`src/rtl/mux_scan_ctrl_if.sv`:
```
// rtl/mux_scan_ctrl_if.sv - control/data bundle between the scan controller and its mux/consumer side
interface mux_scan_ctrl_if;
    logic       start;
    logic       auto;
    logic       mux_out;
    logic [2:0] sel;
    logic [7:0] data;
    logic       valid;
    logic       busy;

    modport master (
        output start, auto, mux_out,
        input  sel, data, valid, busy
    );

    modport slave (
        input  start, auto, mux_out,
        output sel, data, valid, busy
    );
endinterface

```
`src/rtl/mux_scan_ctrl.sv`:
```
// rtl/mux_scan_ctrl.sv - steps an 8:1 mux select, dwells per channel and gathers samples into a byte
module mux_scan_ctrl #(
    parameter int DWELL = 4
) (
    input  logic           clk,
    input  logic           rst,
    mux_scan_ctrl_if.slave bus
);
    localparam int CNT_W = (DWELL > 1) ? $clog2(DWELL) : 1;
    localparam logic [CNT_W-1:0] CNT_LAST = CNT_W'(DWELL - 1);

    generate
        if (DWELL < 1) begin : g_bad_dwell
            $error("mux_scan_ctrl: DWELL must be >= 1");
        end
    endgenerate

    typedef enum logic {IDLE, SCAN} state_t;

    state_t           state_q, state_d;
    logic [2:0]       sel_q, sel_d;
    logic [CNT_W-1:0] cnt_q, cnt_d;
    logic [7:0]       cap_q, cap_d;
    logic [7:0]       data_q, data_d;
    logic             valid_q, valid_d;
    logic             busy_q, busy_d;

    always_comb begin
        state_d = state_q;
        sel_d   = sel_q;
        cnt_d   = cnt_q;
        cap_d   = cap_q;
        data_d  = data_q;
        valid_d = 1'b0;
        busy_d  = busy_q;
        case (state_q)
            IDLE: begin
                sel_d  = 3'd0;
                cnt_d  = '0;
                busy_d = 1'b0;
                if (bus.start) begin
                    state_d = SCAN;
                    busy_d  = 1'b1;
                end
            end
            SCAN: begin
                if (cnt_q == CNT_LAST) begin
                    cnt_d        = '0;
                    cap_d[sel_q] = bus.mux_out;
                    if (sel_q != 3'd7) begin
                        sel_d = sel_q + 3'd1;
                    end else begin
                        // Channel 7 goes straight into data; its capture slot is not read back.
                        data_d  = {bus.mux_out, cap_q[6:0]};
                        valid_d = 1'b1;
                        sel_d   = 3'd0;
                        if (!bus.auto) begin
                            state_d = IDLE;
                            busy_d  = 1'b0;
                        end
                    end
                end else begin
                    cnt_d = cnt_q + CNT_W'(1);
                end
            end
            default: begin
                state_d = IDLE;
                sel_d   = 3'd0;
                cnt_d   = '0;
                busy_d  = 1'b0;
            end
        endcase
    end

    always_ff @(posedge clk or posedge rst) begin
        if (rst) begin
            state_q <= IDLE;
            sel_q   <= 3'd0;
            cnt_q   <= '0;
            cap_q   <= 8'h00;
            data_q  <= 8'h00;
            valid_q <= 1'b0;
            busy_q  <= 1'b0;
        end else begin
            state_q <= state_d;
            sel_q   <= sel_d;
            cnt_q   <= cnt_d;
            cap_q   <= cap_d;
            data_q  <= data_d;
            valid_q <= valid_d;
            busy_q  <= busy_d;
        end
    end

    assign bus.sel   = sel_q;
    assign bus.data  = data_q;
    assign bus.valid = valid_q;
    assign bus.busy  = busy_q;
endmodule

```
`src/flat_wrapper.sv`:
```
// flat-port wrapper written by rule: the top's interface ports become plain ports
module mux_scan_ctrl_flat 
#(
    parameter int DWELL = 4
)
  (clk, rst, bus_start, bus_auto, bus_mux_out, bus_sel, bus_data, bus_valid, bus_busy);
  mux_scan_ctrl_if bus_i ();
  input  logic clk;
  input  logic rst;
  input wire logic [$bits(bus_i.start)-1:0] bus_start;
  input wire logic [$bits(bus_i.auto)-1:0] bus_auto;
  input wire logic [$bits(bus_i.mux_out)-1:0] bus_mux_out;
  output wire logic [$bits(bus_i.sel)-1:0] bus_sel;
  output wire logic [$bits(bus_i.data)-1:0] bus_data;
  output wire logic [$bits(bus_i.valid)-1:0] bus_valid;
  output wire logic [$bits(bus_i.busy)-1:0] bus_busy;
  assign bus_i.start = bus_start;
  assign bus_i.auto = bus_auto;
  assign bus_i.mux_out = bus_mux_out;
  assign bus_sel = bus_i.sel;
  assign bus_data = bus_i.data;
  assign bus_valid = bus_i.valid;
  assign bus_busy = bus_i.busy;
  mux_scan_ctrl #(.DWELL(DWELL)) u_core (.clk(clk), .rst(rst), .bus(bus_i));
endmodule
```
`config.mk`:
```
export PLATFORM = sky130hd
export DESIGN_NAME = mux_scan_ctrl_flat
export DESIGN_NICKNAME = d
export VERILOG_FILES = /design/src/rtl/mux_scan_ctrl_if.sv /design/src/rtl/mux_scan_ctrl.sv /design/src/flat_wrapper.sv
export SDC_FILE = /design/constraint.sdc
export NUM_CORES = 1
export LEC_CHECK = 0
export CORE_UTILIZATION = 30
export CTS_CLUSTER_DIAMETER = 200
export DETAILED_ROUTE_END_ITERATION = 10
export GPL_TIMING_DRIVEN = 0
export SLEW_MARGIN = 5
export SYNTH_ARGS = -nofsm -noshare
export SYNTH_HDL_FRONTEND = slang
export SYNTH_SLANG_ARGS = --single-unit
```
`constraint.sdc`:
```
create_clock -name clk -period 2.1 [get_ports clk]
set_input_delay 0.42 -clock clk [delete_from_list [all_inputs] [get_ports clk]]
set_output_delay 0.42 -clock clk [all_outputs]
set_load 0.01 [all_outputs]
```
==> results.py <==
metrics = {
    "worst_setup_path": {
        "arrival_ps": 1440,
        "path_class": "reg2out",
        "cpPeakStageDelay_ps": 600,
        "crit_fanout": 8,
        "critPathTopFamily": "buffers and inverters",
        "path_cells": "clkdlybuf4s50_1",
        "end_kind": "primary output",
        "startpoint_type": "flip-flop",
        "required_ps": 1680,
        "cpMaxStageDelayCell": "clkdlybuf4s50_1",
        "path_buf_inv": 1,
    },
    "routing": {
        "routed_via_density": 4.45,
        "drt_first_pass_iters": 2,
        "drtIter0Drc": 4,
        "vias": 605,
        "wl_per_cell_um": 11.3,
        "drc": 0,
        "ant_nets": 0,
        "wirelength_um": 1540,
    },
    "placement": {
        "numPortBuffers": 17,
        "gp_congestion": 0.694,
        "dp_hpwl_um": 1090,
        "place_inst": 132,
        "postPlaceCellArea_um2": 1220,
    },
    "clock_network": {
        "tritoncts_num_sinks": 23,
        "cts_hold_buf": 0,
        "postCtsSetupRepairBufs": 0,
        "path_clk_slew_ps": 120,
        "insertion_delay_ps": 310,
        "cts_buffers": 3,
        "clockBufferDepth": 2,
        "cts_tree": "yes",
        "htree_levels": 1,
        "cts_root_buf": "clkbuf_4",
        "cts-resized-gates": 0,
    },
    "pwr": {
        "switching_share_pct": 31.9,
        "leakagePower_nw": 0.562,
        "combPwrFrac_pct": 39.5,
        "p_int_w": 0.00107,
        "vdd_drop_max_mv": 0.516,
        "power_frac_clock_pct": 12.9,
        "p_switching_w": 0.000500,
        "p_per_area_nw_per_um2": 1250,
        "power_frac_seq_pct": 47.6,
    },
    "logic_synthesis": {
        "syn-instance-count": 71,
        "yosysMostFrequentCell": "dfrtp_1",
        "syn_area_per_cell_um2": 14.0,
        "seq_area_frac_synth_pct": 57.7,
        "synth_edf_count": 0,
        "ys_types": 19,
        "yosys.area.top_type": "dfrtp_1",
        "synth_top_area_share_pct": 57.7,
        "ys_async_sr_fraction_pct": 100,
        "ys_ff_latch": 23,
        "syn_area_um2": 997,
        "synth_commonest_cells": "dfrtp_1 (23), mux2_2 (10), nor2_1 (9)",
        "yosysWarnings": 0,
        "synthFlopType": "dfrtp_1",
        "syn-num-nets": 79,
        "synth_area_leaders": "dfrtp_1 (58%), mux2_2 (11%), mux2_1 (5.6%)",
    },
    "global_routing": {
        "grt_max_degree": 24,
        "globalRouteOverflowTotal": 0,
        "grtUsageTotal_pct": 10.7,
        "antenna_found_initial": 0,
        "grt_pass1_vias": 631,
        "grt_pass1_wl_um": 2760,
    },
    "finish": {
        "finalInstanceArea_um2": 1250,
        "register_area_um2": 576,
        "n_antenna_cell": 0,
        "area_growth_pct": 25.3,
        "num-fill-cells": 333,
        "fin_nets": 101,
        "layout.cells.non_filler": 136,
        "multi_input_area_um2": 395,
        "drive_gt1_share_pct": 22.8,
    },
    "floorplan": {
        "core-area_um2": 3100,
        "dieArea_um2": 3560,
        "ios": 18,
        "rows": 20,
        "die_y_um": 59.7,
        "start_util_pct": 32.1,
        "die_w_um": 59.7,
    },
    "job": {
        "max_cap_violations": 0,
    },
    "timing": {
        "slew_headroom_pct": 44.5,
        "tightest_slew_ps": 832,
        "fmax_ghz": 0.537,
        "min_period_ps": 1860,
        "holdWs_ps": 446,
        "rsz0062_at_grt": "false",
        "setup_violations": 0,
        "fin_crit_sh_pct": 88.7,
        "hold_viol_final": 0,
        "final_max_slew_viol_count": 0,
        "tns_ps": 0,
        "skew_ps": 4.60,
    },
    "worst_hold_path": {
        "hold_path_class": "reg2reg",
    },
    "status": {
        "outcome": "finished clean",
    },
}
[power groups by stage]
stage               clock [W]  combinational, W  sequential (W)
floorplan                   0          0.000335        0.000778
global placement            0          0.000605        0.000753
detailed placement          0          0.000627        0.000761
CTS                  0.000214          0.000630        0.000752
global route         0.000231          0.000688        0.000776
finish               0.000203          0.000618        0.000746
[layout by cell type (no fill, tap or decap)]
| cell type | count |
|---|---|
| dfrtp_1 | 23 |
| clkdlybuf4s50_1 | 17 |
| mux2_2 | 10 |
| nor2_1 | 9 |
| mux2_1 | 5 |
| mux2i_1 | 3 |
| ha_1 | 3 |
| clkbuf_4 | 3 |
| inv_1 | 2 |
| and2_1 | 2 |
| nor2b_1 | 2 |
| nor3_2 | 2 |
| nand2b_1 | 2 |
| buf_4 | 1 |
| buf_6 | 1 |
| nand3_4 | 1 |
| xor2_1 | 1 |
| nand3b_4 | 1 |
| nand3_2 | 1 |
| nor3b_1 | 1 |
| nand2_1 | 1 |
| clkinv_2 | 1 |
[cell type report]
cell class	count	share of cell area [%]
multi-input combinational	44	31.6
sequential	23	46.0
clock buffer	3	1.80
buffer	2	1.50
inverter	2	0.601
tap	44	4.40
timing repair buffer	17	13.6
clock inverter	1	0.400
[routing by layer]
metal | track usage [%] | up-vias | share of wire (%)
met5 | 0 | - | 0
met4 | 3.99 | 0 | 1.6
met3 | 4.55 | 4 | 5.3
met2 | 16.5 | 15 | 46
met1 | 13.2 | 301 | 47
li1 | - | 285 | -
[cells by family (layout without fill, tap and decap cells)]
kind of cell               after synthesis  in the layout  share of synthesized area (%)
xor gates and xnor gates                 1              1                          0.878
adders and majority gates                3              3                           3.76
buffers and inverters                    4             25                           2.64
DFF                                     23             23                           57.7
muxes                                   18             18                           19.9
and+or+nand+nor                         22             22                           15.1
[worst paths after layout]
path	start	end	slack [ps]	cells past startpoint
setup / recovery	u_core.bus.sel[1]	bus_sel[1]	240	1
setup reg to reg	u_core.bus.sel[1]	u_core.bus.data[3]	520	4
min in group asynchronous	rst	u_core.cnt_q[1]	570	2
hold / removal	u_core.cnt_q[0]	u_core.cnt_q[0]	450	1
max in group asynchronous	rst	u_core.bus.data[6]	1020	2
hold reg to reg	u_core.cnt_q[0]	u_core.cnt_q[0]	450	1
[through the flow]
stage	setup WS [ps]	utilization, %	total power [W]
2_1_floorplan	623	-	0.00111
3_3_place_gp	562	39.4	0.00136
3_5_place_dp	525	39.4	0.00139
4_1_cts	225	40.3	0.00160
5_1_grt	157	40.3	0.00170
6_report	237	40.3	0.00157
[registers in the layout, indices dropped and copies added (netlist names)]
name / cells
u_core.state_q: 1
u_core.cap_q: 7
u_core.bus.data: 8
u_core.bus.sel: 3
u_core.cnt_q: 2
u_core.bus.busy: 1
u_core.bus.valid: 1
Power figures use the tool's default switching activity.
